File: src/rtl/uart_arb_pkg.sv
// Shared definitions for the UART transmit arbiter: FSM state encoding and
// the byte / byte-counter widths used on the UART side.
package uart_arb_pkg;

    localparam int UART_BYTE_W  = 8;
    localparam int BYTES_SENT_W = 16;

    // IDLE: no owner; SEND: owner holds the grant, waiting to issue a byte;
    // WAIT_DONE: byte strobed, waiting for the UART to report busy.
    typedef enum logic [1:0] {
        IDLE      = 2'd0,
        SEND      = 2'd1,
        WAIT_DONE = 2'd2
    } arb_state_t;

endpackage

File: src/rtl/uart_tx_arbiter_rr_pick.sv
// rr_pick: combinational round-robin selector. Searches the request vector
// starting one position above the pointer, wrapping, and returns a one-hot
// grant plus a found flag. Implemented as rotate / isolate-lowest / rotate
// back so it stays a flat expression for any N.
module rr_pick #(
    parameter int N     = 2,
    parameter int PTR_W = $clog2(N)
) (
    input  logic [N-1:0]     req,
    input  logic [PTR_W-1:0] ptr,
    output logic [N-1:0]     gnt,
    output logic             found
);

    localparam logic [PTR_W:0] N_W = (PTR_W + 1)'(N);

    logic [PTR_W:0] start;      // rotation amount ptr+1, always in 1..N
    logic [2*N-1:0] req_dbl;
    logic [N-1:0]   req_rot;    // bit k = requester (ptr+1+k) mod N
    logic [N-1:0]   low;        // lowest set bit of req_rot
    logic [2*N-1:0] low_dbl;

    assign start   = {1'b0, ptr} + (PTR_W + 1)'(1);
    assign req_dbl = {req, req};
    assign req_rot = N'(req_dbl >> start);
    assign low     = req_rot & (~req_rot + N'(1));
    assign low_dbl = {low, low};
    // Rotate left by start: the doubled vector shifted right by N-start.
    assign gnt     = N'(low_dbl >> (N_W - start));
    assign found   = |req;

endmodule

File: src/rtl/uart_tx_arbiter.sv
// uart_tx_arbiter: shares one UART byte transmitter between N_REQ record
// producers. Ownership changes only at record boundaries (round-robin), so
// bytes of different records never interleave.
// Optional watchdog: define UART_ARB_TIMEOUT_EN to abort a byte whose UART
// never reports busy within TIMEOUT cycles (sets sticky timeout_err).
module uart_tx_arbiter
    import uart_arb_pkg::*;
#(
    parameter int N_REQ   = 2,
    parameter int TIMEOUT = 1023
) (
    input  logic                        clock,
    input  logic                        reset,
    input  logic [N_REQ-1:0]            req_valid,
    input  logic [UART_BYTE_W*N_REQ-1:0] req_data,
    input  logic [N_REQ-1:0]            req_last,
    output logic [N_REQ-1:0]            req_ack,
    output logic [N_REQ-1:0]            grant,
    input  logic                        uart_ready,
    output logic [UART_BYTE_W-1:0]      uart_data,
    output logic                        uart_clock_enable,
    output logic                        busy,
    output logic [BYTES_SENT_W-1:0]     bytes_sent,
    output logic                        timeout_err
);

    localparam int PTR_W = $clog2(N_REQ);

    if (N_REQ < 2 || N_REQ > 8) begin : g_bad_n_req
        $error("uart_tx_arbiter: N_REQ must be in 2..8");
    end
    if (TIMEOUT < 1) begin : g_bad_timeout
        $error("uart_tx_arbiter: TIMEOUT must be at least 1");
    end

    arb_state_t               state_reg, state_next;
    logic [N_REQ-1:0]         grant_reg, grant_next;
    logic [N_REQ-1:0]         ack_reg, ack_next;
    logic [UART_BYTE_W-1:0]   data_reg, data_next;
    logic                     ce_reg, ce_next;
    logic                     busy_reg, busy_next;
    logic [BYTES_SENT_W-1:0]  bytes_sent_reg, bytes_sent_next;
    logic [PTR_W-1:0]         ptr_reg, ptr_next;
    logic                     last_reg, last_next;

    logic [N_REQ-1:0]         pick_gnt;
    logic                     pick_found;
    logic                     owner_valid;
    logic                     owner_last;
    logic [UART_BYTE_W-1:0]   owner_data;
    logic [PTR_W-1:0]         owner_idx;
    logic                     issue;
    logic                     to_expire;

    // Requests of non-owners are only looked at while idle.
    rr_pick #(
        .N     (N_REQ),
        .PTR_W (PTR_W)
    ) u_pick (
        .req   (req_valid),
        .ptr   (ptr_reg),
        .gnt   (pick_gnt),
        .found (pick_found)
    );

    // One-hot grant selects the owner's byte and encodes its index; built as
    // OR chains so every lane is a plain AND-mask.
    logic [UART_BYTE_W-1:0] data_chain [N_REQ+1];
    logic [PTR_W-1:0]       idx_chain  [N_REQ+1];
    assign data_chain[0] = '0;
    assign idx_chain[0]  = '0;
    for (genvar gi = 0; gi < N_REQ; gi++) begin : g_owner
        assign data_chain[gi+1] = data_chain[gi]
            | (req_data[gi*UART_BYTE_W +: UART_BYTE_W] & {UART_BYTE_W{grant_reg[gi]}});
        assign idx_chain[gi+1]  = idx_chain[gi]
            | (grant_reg[gi] ? PTR_W'(gi) : '0);
    end
    assign owner_data  = data_chain[N_REQ];
    assign owner_idx   = idx_chain[N_REQ];
    assign owner_valid = |(req_valid & grant_reg);
    assign owner_last  = |(req_last & grant_reg);
    assign issue       = (state_reg == SEND) && uart_ready && owner_valid;

`ifdef UART_ARB_TIMEOUT_EN
    localparam int TO_W = $clog2(TIMEOUT + 1);

    logic [TO_W-1:0] to_cnt_reg, to_cnt_next;
    logic            err_reg, err_next;

    assign to_expire = (state_reg == WAIT_DONE) && uart_ready
                       && (to_cnt_reg == TO_W'(TIMEOUT - 1));

    // Watchdog: cycles spent in WAIT_DONE with the UART still idle.
    always_comb begin
        to_cnt_next = to_cnt_reg;
        err_next    = err_reg | to_expire;
        if (issue)
            to_cnt_next = '0;
        else if (state_reg == WAIT_DONE && uart_ready)
            to_cnt_next = to_cnt_reg + TO_W'(1);
    end

    // Watchdog counter and sticky error flag.
    always_ff @(posedge clock) begin
        if (reset) begin
            to_cnt_reg <= '0;
            err_reg    <= 1'b0;
        end else begin
            to_cnt_reg <= to_cnt_next;
            err_reg    <= err_next;
        end
    end

    assign timeout_err = err_reg;
`else
    assign to_expire   = 1'b0;
    assign timeout_err = 1'b0;
`endif

    // State register.
    always_ff @(posedge clock) begin
        if (reset)
            state_reg <= IDLE;
        else
            state_reg <= state_next;
    end

    // Next-state logic.
    always_comb begin
        state_next = state_reg;
        case (state_reg)
            IDLE:      if (pick_found) state_next = SEND;
            SEND:      if (issue) state_next = WAIT_DONE;
            WAIT_DONE: begin
                if (!uart_ready)
                    state_next = last_reg ? IDLE : SEND;
                else if (to_expire)
                    state_next = IDLE;
            end
            default:   state_next = IDLE;
        endcase
    end

    // Output / datapath next values; everything is registered below.
    always_comb begin
        grant_next      = grant_reg;
        ack_next        = '0;
        data_next       = data_reg;
        ce_next         = ce_reg;
        busy_next       = busy_reg;
        bytes_sent_next = bytes_sent_reg;
        ptr_next        = ptr_reg;
        last_next       = last_reg;
        case (state_reg)
            IDLE: begin
                if (pick_found) begin
                    grant_next = pick_gnt;
                    busy_next  = 1'b1;
                end
            end
            SEND: begin
                if (issue) begin
                    data_next       = owner_data;
                    ce_next         = 1'b1;
                    ack_next        = grant_reg;
                    last_next       = owner_last;
                    bytes_sent_next = bytes_sent_reg + BYTES_SENT_W'(1);
                end
            end
            WAIT_DONE: begin
                if (!uart_ready) begin
                    ce_next = 1'b0;
                    if (last_reg) begin
                        ptr_next   = owner_idx;
                        grant_next = '0;
                        busy_next  = 1'b0;
                    end
                end else if (to_expire) begin
                    ce_next    = 1'b0;
                    ptr_next   = owner_idx;
                    grant_next = '0;
                    busy_next  = 1'b0;
                end
            end
            default: begin
                grant_next = '0;
                ce_next    = 1'b0;
                busy_next  = 1'b0;
            end
        endcase
    end

    // Registered outputs and record bookkeeping.
    always_ff @(posedge clock) begin
        if (reset) begin
            grant_reg      <= '0;
            ack_reg        <= '0;
            data_reg       <= '0;
            ce_reg         <= 1'b0;
            busy_reg       <= 1'b0;
            bytes_sent_reg <= '0;
            ptr_reg        <= PTR_W'(N_REQ - 1);
            last_reg       <= 1'b0;
        end else begin
            grant_reg      <= grant_next;
            ack_reg        <= ack_next;
            data_reg       <= data_next;
            ce_reg         <= ce_next;
            busy_reg       <= busy_next;
            bytes_sent_reg <= bytes_sent_next;
            ptr_reg        <= ptr_next;
            last_reg       <= last_next;
        end
    end

    assign grant             = grant_reg;
    assign req_ack           = ack_reg;
    assign uart_data         = data_reg;
    assign uart_clock_enable = ce_reg;
    assign busy              = busy_reg;
    assign bytes_sent        = bytes_sent_reg;

endmodule

File: config.mk
export PLATFORM = sky130hd
export DESIGN_NAME = uart_tx_arbiter
export DESIGN_NICKNAME = d
export VERILOG_FILES = /design/src/rtl/uart_arb_pkg.sv /design/src/rtl/uart_tx_arbiter_rr_pick.sv /design/src/rtl/uart_tx_arbiter.sv
export SDC_FILE = /design/constraint.sdc
export NUM_CORES = 1
export LEC_CHECK = 0
export CAP_MARGIN = 20
export CORE_MARGIN = 2
export CORE_UTILIZATION = 45
export CTS_CLUSTER_DIAMETER = 150
export DETAILED_ROUTE_END_ITERATION = 8
export DONT_BUFFER_PORTS = 1
export PLACE_DENSITY = 0.66
export RECOVER_POWER = 25
export SYNTH_ARGS = -nofsm -noshare
export SYNTH_HDL_FRONTEND = slang
export SYNTH_SLANG_ARGS = --single-unit
File: constraint.sdc
create_clock -name clock -period 2.9 [get_ports clock]
set_input_delay 0.725 -clock clock [delete_from_list [all_inputs] [get_ports clock]]
set_output_delay 0.725 -clock clock [all_outputs]
set_load 0.1 [all_outputs]
### Word level (Yosys, flattened, before mapping)

Cells that the tools add are included.

| word-level totals | value |
|---|---|
| register bits | 34 |
| input port bits | 23 |
| output and inout bits | 31 |
| word-level logic and storage cells | 61 |

| operators by class | value |
|---|---|
| $add $sub $neg | 4 |
| equal/unequal tests | 6 |
| shifts and indexed selects | 2 |
| multiplexer cells | 17 |
| bitwise operators | 11 |
| reduce and logical (&&, ||, !) cells | 12 |

Operators with widths:

| cell | number |
|---|---|
| $add A16 B1 Y16 const B | 1 |
| $and A8 B8 Y8 | 2 |
| $mux W2 | 6 |
| $pmux W2 S3 | 2 |
| $reduce_and A3 Y1 | 3 |
| $ne A2 B2 Y1 const B | 4 |
| $or A8 B8 Y8 | 1 |
| $shr A4 B2 Y2 | 2 |
| $mux W1 | 7 |
| $and A2 B2 Y2 | 3 |
| $pmux W1 S3 | 2 |
| $reduce_or A2 Y1 | 3 |
| $not A1 Y1 | 4 |
| $reduce_and A4 Y1 | 1 |
| $reduce_or A3 Y1 | 1 |
| $add A1 B1 Y2 const B | 1 |
| $add A2 B1 Y2 const B | 1 |
| $eq A2 B1 Y1 const B | 1 |
| $eq A2 B2 Y1 const B | 1 |
| $logic_and A1 B1 Y1 | 2 |
| $logic_not A2 Y1 | 1 |
| $not A2 Y2 | 1 |
| $reduce_and A2 Y1 | 1 |
| $sub A2 B2 Y2 const A | 1 |

### Depth between registers and ports, before layout

Gate-level depths: netlist of the first run.

| depth | value |
|---|---|
| word-level depth | 8 |
| mapped depth | 6 |
| gate-level depth less buffers | 5 |

### Modules after synthesis

A second synthesis of the first run with hierarchy kept.

| second synthesis, totals | value |
|---|---|
| cells, all modules | 174 |
| area total of the unflattened synthesis | 1531.5 µm² |

Modules (own cells, without submodules):

| module | times used | cells an instance | area each (µm²) | seq. area each (µm²) |
|---|---|---|---|---|
| uart_tx_arbiter | 1 | 170 | 1506.4 | 680.7 |
| rr_pick | 1 | 4 | 25.0 | 0.0 |

### Worst setup path before layout of the first run

Ideal clock, no wire load.

| timing | value |
|---|---|
| path kind | register to register |
| start | register grant_reg[0], in the netlist grant[0] |
| end | register bytes_sent_reg[11], in the netlist bytes_sent[11] |
| setup time | 0.070 ns |
| data arrival time | 2.359 ns |
| required time | 2.830 ns |
| slack | 0.471 ns |
| stages on the path, launching flop included | 6 |
| path buffers | 1 |
| period minus slack after synthesis | 2.429 ns |
| cells stage by stage | dfxtp_1 -> a22oi_2 -> or4_1 -> buf_2 -> or3_1 -> a21oi_1 |

| on the way | value |
|---|---|
| longest elaborated chain between the ends | 4 |

RTL lines:

| element | RTL line | text |
|---|---|---|
| from (decl) | uart_tx_arbiter.sv:37 | `logic [N_REQ-1:0] grant_reg, grant_next;` |
| from (signal assigned) | uart_tx_arbiter.sv:205 | `grant_reg <= grant_next;` |
| $and A2 B2 Y2 | uart_tx_arbiter.sv:80 | `assign owner_valid = \|(req_valid & grant_reg);` |
| $reduce_or A2 Y1 | uart_tx_arbiter.sv:80 |  |
| $logic_and A1 B1 Y1 | uart_tx_arbiter.sv:82 | `assign issue = (state_reg == SEND) && uart_ready && owner_valid;` |
| $reduce_and A2 Y1 (no source line) | -- |  |
| to (signal assigned) | uart_tx_arbiter.sv:210 | `bytes_sent_reg <= bytes_sent_next;` |
| to (decl) | uart_tx_arbiter.sv:42 | `logic [BYTES_SENT_W-1:0] bytes_sent_reg, bytes_sent_next;` |

Every way passes these cells.
A chain may end at the register's enable or synchronous reset.

### Final worst setup path of the first run

| timing | value |
|---|---|
| start | register bytes_sent_reg[12], in the netlist bytes_sent[12] |
| end | output port bytes_sent[12] |

RTL lines:

| element | RTL line | text |
|---|---|---|
| to (decl) | uart_tx_arbiter.sv:23 | `output logic [BYTES_SENT_W-1:0] bytes_sent,` |

No word-level cell between the ends.

==> results of run 1 <==
## stage by stage
step / cells / power (mW)
floorplan: 178 / 0.588
finish: 244 / 1.04
CTS: 244 / 1.04
global placement: 236 / 0.591
detailed placement: 236 / 0.593
global route: 244 / 1.07
## logic make-up (layout without fill, tap and decap cells)
group | after synthesis | in the layout | share of synthesized area
AOI/OAI and AO/OA | 44 | 44 | 0.188
buffers and inverters | 18 | 38 | 0.0514
and+or+nand+nor | 71 | 71 | 0.244
adders and majority gates | 1 | 1 | 0.00828
DFF | 34 | 34 | 0.451
other | 1 | 1 | 0.00248
xor gates and xnor gates | 7 | 7 | 0.0406
muxes | 2 | 2 | 0.0141
## cells in the final DEF, fill, tap and decap left out, types with 3 or more instances in the layout
cell type,synthesis,layout
nor2b_1,3,3
nor2_1,24,24
inv_1,5,5
clkbuf_1,9,4
nand3_1,7,7
clkbuf_4,0,5
nand2_1,7,7
a21oi_1,12,12
nor3_1,5,5
nand4_1,5,5
xor2_1,3,3
xnor2_1,4,4
a22oi_1,9,10
dfxtp_1,34,34
o21ai_0,10,10
or3_1,6,6
buf_4,2,21
or4_1,3,3
a211oi_1,9,9
## power by group through the flow
stage          Clock (mW)  Sequential [mW]  Combinational, mW
2_1_floorplan           0            0.532             0.0553
3_3_place_gp            0            0.525             0.0657
3_5_place_dp            0            0.526             0.0673
4_1_cts             0.461            0.515             0.0674
5_1_grt             0.478            0.517             0.0728
6_report            0.454            0.515             0.0665
## layout make-up
cell class / instances / area (um2) / area share
Clock buffer: 6 / 51.3 / 0.0287
Clock inverter: 2 / 60.1 / 0.0336
Inverter: 5 / 18.8 / 0.0105
Multi-Input combinational cell: 126 / 747 / 0.418
Sequential cell: 34 / 681 / 0.381
Tap cell: 46 / 57.6 / 0.0322
Timing Repair Buffer: 25 / 173 / 0.0966
## cells in the mapped netlist
| cell | count |
|---|---|
| ha_1 | 1 |
| nand2_1 | 7 |
| buf_2 | 2 |
| buf_4 | 2 |
| a211o_1 | 1 |
| conb_1 | 1 |
| nand4_1 | 5 |
| nand3b_1 | 1 |
| a211oi_1 | 9 |
| and3b_1 | 1 |
| nor2_1 | 24 |
| and4_1 | 1 |
| mux2i_1 | 1 |
| and2_1 | 1 |
| and3_1 | 2 |
| nor4_1 | 1 |
| a22o_1 | 1 |
| a22oi_2 | 1 |
| nor4b_1 | 2 |
| nor2b_1 | 3 |
| a22oi_1 | 9 |
| nand2b_1 | 1 |
| nand4b_1 | 1 |
| nor3_1 | 5 |
| xnor2_1 | 4 |
| or3_1 | 6 |
| mux2_2 | 1 |
| a21oi_1 | 12 |
| inv_1 | 5 |
| dfxtp_1 | 34 |
| xor2_1 | 3 |
| o22a_1 | 1 |
| nand3_1 | 7 |
| or4_1 | 3 |
| o21ai_0 | 10 |
| clkbuf_1 | 9 |
## per-layer routing
layer	share of wire	wire length, um	vias to the layer above
met5	0	0	-
met2	0.51	1790	42
met4	0.0075	26	0
met1	0.41	1430	614
li1	-	-	679
met3	0.065	225	4
## worst paths after layout
kind	startpoint	endpoint	slack (ns)	cells after the start
worst max register to register	bytes_sent[12]$_SDFFE_PP0P_	bytes_sent[15]$_SDFFE_PP0P_	0.67	4
worst min-delay path	reset	bytes_sent[11]$_SDFFE_PP0P_	0.43	1
worst max-delay path	bytes_sent[12]$_SDFFE_PP0P_	bytes_sent[12]	0.58	1
worst min register to register	bytes_sent[8]$_SDFFE_PP0P_	bytes_sent[8]$_SDFFE_PP0P_	0.53	2
==> results_dict.tcl, run 1 <==
set metrics [dict create \
    detail_route.wl_per_cell_um 14.2 \
    cts_root_buffer "clkbuf_4" \
    setup_tns_ns 0 \
    clock_sink_count 34 \
    numPortBuffers 0 \
    cts_hold_buf 0 \
    drive_above_1_share 0.152 \
    cts_buffer_depth 2 \
    worst-path-buf-inv 1 \
    post_cts.repair.setup_buffers 0 \
    final_core_util 0.544 \
    ys_types 36 \
    hold_viol 0 \
    critPathKind "reg -> out" \
    required_ns 2.17 \
    swShare 0.240 \
    first_pass_iters 4 \
    synth_top_area_frac 0.451 \
    hpwlAfterDp_um 2580 \
    p_comb_frac 0.064 \
    relSlewSlack 0.133 \
    slowest_stage "clkbuf_1" \
    slew_violations 0 \
    critPathTopFamily "buffers and inverters" \
    ir_worst_vdd_mv 0.464 \
    ioPinCount 54 \
    cp-end-kind "output pin" \
    htree_levels 2 \
    ys_seq_area_frac 0.451 \
    skew_ns 0.0155 \
    grt_max_degree 37 \
    fp.dieW_um 61.9 \
    ys.warnings.count 0 \
    fillers 300 \
    max_freq_ghz 0.430 \
    synth_area_mm2 0.00151 \
    nets 221 \
    pre_cts_ws_ns 0.767 \
    die_h_um 61.9 \
    grt_use_met3 0.0663 \
    startpoint_type "flip-flop" \
    holdCritPathClass "in -> reg" \
    critPathMaxStageDelay_ns 0.95 \
    syn2layout_area_growth_pct 18.4 \
    syn_nets 202 \
    num_vias 1339 \
    grt_overflow 0 \
    place_congestion 0.805 \
    die-area_mm2 0.00384 \
    groute.usage.overall 0.189 \
    fin_ws_ns 0.576 \
    period_needed_ns 2.32 \
    worstPathMaxFanout 5 \
    p_leak_nw 0.648 \
    synth_area_leaders "dfxtp_1, nor2_1, a211oi_1" \
    path_cells "clkbuf_1" \
    drcViolationCount 0 \
    viasPerCell 5.49 \
    tightest_slew_ns 1.30 \
    drv_cap 0 \
    post_cts_resized 0 \
    setup_viol 0 \
    clkLatencyLatePin_ns 0.34 \
    power_frac_seq 0.497 \
    min_period_over_period 0.801 \
    drt.antenna.violating_nets 0 \
    p_int_mw 0.787 \
    drt_iter0_drc 49 \
    synth_top_cell_by_area "dfxtp_1" \
    core_area_mm2 0.00328 \
    met1_usage 0.210 \
    status "complete, no violations" \
    antenna_found_initial 0 \
    pwr-share-clk 0.438 \
    p_sw_mw 0.249 \
    diodes 0 \
    largest_reg_flops 16 \
    use_met2 0.328 \
    busiest_layer "met2" \
    cts_tree "done" \
    ys_ff_latch 34 \
    first_global_vias 1236 \
    finalWirelength_um 3470 \
    syn_inst 178 \
    fin_area_mm2 0.00179 \
    arrival_ns 1.60 \
    rsz0062_at_grt "false" \
    syn_area_per_cell_um2 8.48 \
    grt_pass1_wl_um 5270 \
    num_rows 21 \
    path_clk_slew_ns 0.11 \
    initial_core_util 0.460 \
    post_dp_cell_area_mm2 0.00170 \
    timing.hold.ws_ns 0.432 \
    p_per_area_mw_per_mm2 579 \
    cts_made_buffers 5 \
]
(Power assumes the default switching activity.)
==> inputs of run 2 (changes only) <==
- clock period: 2.9 -> 2.4 ns (I/O delays scaled with it)
==> run 2 against run 1 <==
Clock skew shrank 0.0013 ns. Largest power group unchanged. Design area grew 1.9%. Highest routed layer unchanged. Register-to-register slack lost 0.17 ns. Critical path depth is the same. Die area is the same. Combinational power grew 88%. Critical path type unchanged. Hold slack lost 0.12 ns. Flip-flop and latch count is the same.
==> results_dict.tcl, run 2 (synthesized netlist as in run 1, its figures left out) <==
set metrics [dict create \
    min_period_over_period 0.807 \
    drcViolationCount 0 \
    p_per_area_mw_per_mm2 624 \
    worstPathMaxFanout 13 \
    grt_pass1_wl_um 5330 \
    ff2ff_path_depth 4 \
    min_from "reset" \
    grt_max_degree 37 \
    timing.hold.ws_ns 0.314 \
    cts_tree "done" \
    fin_area_mm2 0.00182 \
    slowest_stage "clkbuf_2" \
    tightest_slew_ns 0.759 \
    post_dp_cell_area_mm2 0.00176 \
    min_to "bytes_sent[12]$_SDFFE_PP0P_" \
    largest_reg_flops 16 \
    setup_tns_ns 0 \
    antenna_found_initial 0 \
    htree_levels 2 \
    die_h_um 61.9 \
    first_pass_iters 4 \
    viasPerCell 5.40 \
    drt.antenna.violating_nets 0 \
    grt_overflow 0 \
    first_global_vias 1203 \
    r2r_slack_ns 0.50 \
    fillers 304 \
    hold_viol 0 \
    place_congestion 0.857 \
    drv_cap 0 \
    path_cells "clkbuf_2" \
    clkLatencyLatePin_ns 0.34 \
    cts_hold_buf 0 \
    num_rows 21 \
    relSlewSlack 0.494 \
    ioPinCount 54 \
    period_needed_ns 1.94 \
    nets 229 \
    ir_worst_vdd_mv 0.370 \
    cts_root_buffer "clkbuf_4" \
    slew_violations 0 \
    fp.dieW_um 61.9 \
    clock_sink_count 34 \
    rr_startpoint "state_reg[0]$_SDFFE_PP0P_" \
    syn2layout_area_growth_pct 20.6 \
    initial_core_util 0.460 \
    pre_cts_ws_ns 0.435 \
    finalWirelength_um 3400 \
    critPathMaxStageDelay_ns 0.62 \
    critPathKind "reg -> out" \
    worst-path-buf-inv 1 \
    diodes 0 \
    die-area_mm2 0.00384 \
    post_cts.repair.setup_buffers 0 \
    num_vias 1355 \
    arrival_ns 1.34 \
    skew_ns 0.0142 \
    fin_ws_ns 0.462 \
    numPortBuffers 0 \
    groute.usage.overall 0.191 \
    final_cell_mix "dfxtp_1, buf_4, nor2_1" \
    drive_above_1_share 0.195 \
    holdCritPathClass "in -> reg" \
    rsz0062_at_grt "false" \
    path_clk_slew_ns 0.11 \
    status "complete, no violations" \
    hold_depth 1 \
    detail_route.wl_per_cell_um 13.5 \
    hpwlAfterDp_um 2550 \
    critPathTopFamily "buffers and inverters" \
    r2r-end "bytes_sent[11]$_SDFFE_PP0P_" \
    setup_viol 0 \
    cts_buffer_depth 2 \
    required_ns 1.80 \
    core_area_mm2 0.00328 \
    max_freq_ghz 0.516 \
    cp-end-kind "output pin" \
    cts_made_buffers 5 \
    startpoint_type "flip-flop" \
    drt_iter0_drc 61 \
    post_cts_resized 0 \
    layout_commonest_cell "dfxtp_1" \
    p_leak_nw 0.684 \
]
==> run 2: metal layers <==
| metal | vias up | GRT usage | share of wire |
|---|---|---|---|
| li1 | 691 | - | - |
| met1 | 621 | 0.242 | 0.43 |
| met3 | 5 | 0.0745 | 0.067 |
| met4 | 0 | 0.0638 | 0.015 |
| met5 | - | 0 | 0 |
| met2 | 38 | 0.299 | 0.49 |
==> run 2: final cells by class <==
type | instances | area (um2) | share of cell area
Multi-Input combinational cell | 126 | 747 | 0.410
Inverter | 5 | 18.8 | 0.0103
Tap cell | 46 | 57.6 | 0.0316
Sequential cell | 34 | 682 | 0.374
Clock buffer | 6 | 51.3 | 0.0282
Clock inverter | 1 | 30.0 | 0.0165
Timing Repair Buffer | 33 | 235 | 0.129
==> run 2: where the power goes <==
group	total, mW	leakage [nW]	switching, mW	internal [mW]
clock network	0.430	0.0443	0.188	0.242
logic	0.125	0.364	0.0973	0.0279
registers	0.581	0.275	0.00738	0.574
total	1.14	0.684	0.293	0.844
==> run 2: how the worst max path moves through the flow <==
stage / from / endpoint / slack, ns / cells past startpoint
floorplan: bytes_sent[3]$_SDFFE_PP0P_ / bytes_sent[11]$_SDFFE_PP0P_ / 0.02 / 5
global placement: req_valid[1] / bytes_sent[9]$_SDFFE_PP0P_ / 0.50 / 4
detailed placement: req_valid[1] / bytes_sent[11]$_SDFFE_PP0P_ / 0.43 / 4
CTS: state_reg[0]$_SDFFE_PP0P_ / bytes_sent[11]$_SDFFE_PP0P_ / 0.53 / 4
global route: grant[1]$_SDFFE_PP0P_ / grant[1] / 0.38 / 1
finish: grant[1]$_SDFFE_PP0P_ / grant[1] / 0.46 / 1
==> run 2: through the flow <==
step / power, mW / std cells / util
after CTS: 1.15 / 251 / 0.560
after floorplan: 0.710 / 178 / -
after detailed placement: 0.723 / 244 / 0.535
final: 1.14 / 251 / 0.555
after global placement: 0.721 / 244 / 0.535
after global routing: 1.18 / 251 / 0.555
==> inputs of run 3 (changes only) <==
- clock period: 2.4 -> 1.8 ns (I/O delays scaled with it)
==> run 3 against run 2 <==
Sequential power up 31%. Non-clock buffer count rose by 4. Clock-buffer cell count unchanged. Utilization grew 1.9 points. Setup slack got worse by 0.34 ns. Sequential share of layout area up 0.88 points. Cell count is 2.0% higher. Flip-flop and latch count unchanged. Critical path type is now reg -> reg.
==> results_dict.tcl, run 3 (synthesized netlist as in run 1, its figures left out) <==
set metrics [dict create \
    pwr-share-clk 0.344 \
    rsz0062_at_grt "false" \
    clock_sink_count 34 \
    fin_area_mm2 0.00188 \
    post_cts.repair.setup_buffers 0 \
    final_cell_mix "buf_4, nor2_1, dfxtp_1" \
    r2r-end "bytes_sent[15]$_SDFFE_PP0P_" \
    rr_startpoint "bytes_sent[6]$_SDFFE_PP0P_" \
    p_per_area_mw_per_mm2 758 \
    htree_levels 2 \
    highest_layer "met4" \
    drt.antenna.violating_nets 0 \
    tightest_slew_ns 0.571 \
    first_pass_iters 4 \
    syn2layout_area_growth_pct 24.8 \
    holdCritPathClass "in -> reg" \
    layout_commonest_cell "buf_4" \
    fp.dieW_um 61.9 \
    drive_above_1_share 0.290 \
    startpoint_type "flip-flop" \
    grt_max_degree 37 \
    p_sw_mw 0.399 \
    hpwlAfterDp_um 2490 \
    antenna_found_initial 0 \
    skew_ns 0.00978 \
    setup_tns_ns 0 \
    clkLatencyLatePin_ns 0.34 \
    setup_viol 0 \
    slew_violations 0 \
    hold_viol 0 \
    ir_worst_vdd_mv 0.526 \
    ioPinCount 54 \
    ff2ff_path_depth 4 \
    period_needed_ns 1.67 \
    cts_hold_buf 0 \
    relSlewSlack 0.619 \
    numPortBuffers 0 \
    groute.usage.overall 0.185 \
    nets 233 \
    critPathKind "reg -> reg" \
    die_h_um 61.9 \
    crit_start "bytes_sent[6]$_SDFFE_PP0P_" \
    min_period_over_period 0.930 \
    post_dp_cell_area_mm2 0.00183 \
    cts_tree "done" \
    arrival_ns 1.91 \
    required_ns 2.03 \
    pre_cts_ws_ns 0.0631 \
    initial_core_util 0.460 \
    num_vias 1393 \
    drcViolationCount 0 \
    largest_reg_flops 16 \
    power_frac_seq 0.535 \
    num_rows 21 \
    cts_made_buffers 5 \
    max_freq_ghz 0.598 \
    drt_iter0_drc 56 \
    diodes 0 \
    place_congestion 0.832 \
    critPathCapture "bytes_sent[15]$_SDFFE_PP0P_" \
    route.met3.wl_um 200 \
    finalWirelength_um 3300 \
    r2r_slack_ns 0.13 \
    drv_cap 0 \
    fin_total_pwr_mw 1.43 \
    final_core_util 0.574 \
    cts_buffer_depth 2 \
    path_clk_slew_ns 0.11 \
    viasPerCell 5.44 \
    p_leak_nw 0.707 \
    wl_met1_um 1430 \
    p_int_mw 1.03 \
    status "complete, no violations" \
    p_comb_frac 0.121 \
    fin_ws_ns 0.127 \
    grt_overflow 0 \
    post_cts_resized 0 \
    grt_pass1_wl_um 5180 \
    met2_length_um 1600 \
    hold_depth 1 \
    die-area_mm2 0.00384 \
    first_global_vias 1233 \
    detail_route.wl_per_cell_um 12.9 \
    cts_root_buffer "clkbuf_4" \
    cp-end-kind "flip-flop" \
    core_area_mm2 0.00328 \
    worstPathMaxFanout 3 \
    swShare 0.280 \
]
## run 3: power by group through the flow
stage | Combinational [mW] | Sequential, mW | Clock [mW]
after floorplan | 0.0889 | 0.847 | 0
final | 0.173 | 0.763 | 0.491
after global routing | 0.185 | 0.767 | 0.539
after CTS | 0.178 | 0.764 | 0.507
after global placement | 0.176 | 0.780 | 0
after detailed placement | 0.178 | 0.781 | 0
## run 3: stage by stage
step / hold WS, ns / instances
after floorplan: 0.486 / 178
after global placement: 0.474 / 248
after detailed placement: 0.487 / 248
after CTS: 0.137 / 256
after global routing: 0.128 / 256
final: 0.161 / 256
## run 3: cell type report
cell class | instances | area (um2)
fill | 308 | 1400
multi-input combinational | 126 | 756
sequential | 34 | 722
timing repair buffer | 37 | 258
clock buffer | 6 | 62.6
tap | 46 | 57.6
inverter | 5 | 18.8
clock inverter | 2 | 10.0
## run 3: worst min-delay path by stage
stage / startpoint / end / slack [ns]
finish: reset / bytes_sent[10]$_SDFFE_PP0P_ / 0.16
global route: reset / bytes_sent[10]$_SDFFE_PP0P_ / 0.13
CTS: reset / bytes_sent[10]$_SDFFE_PP0P_ / 0.14
detailed placement: bytes_sent[13]$_SDFFE_PP0P_ / bytes_sent[13]$_SDFFE_PP0P_ / 0.49
global placement: bytes_sent[13]$_SDFFE_PP0P_ / bytes_sent[13]$_SDFFE_PP0P_ / 0.47
floorplan: last_reg$_SDFFE_PP0P_ / last_reg$_SDFFE_PP0P_ / 0.49
## run 3: layer usage
layer / vias to the layer above / GRT usage
met5: - / 0
met4: 0 / 0.0821
met3: 7 / 0.0600
met2: 34 / 0.314
met1: 644 / 0.212
li1: 708 / -
## run 3: critical path: stages, from the launching register on
cell and delay (ns):
dfxtp_4 0.35, nand4_1 0.15, or4_1 0.59, nor3_2 0.13
mux2_2 0.34
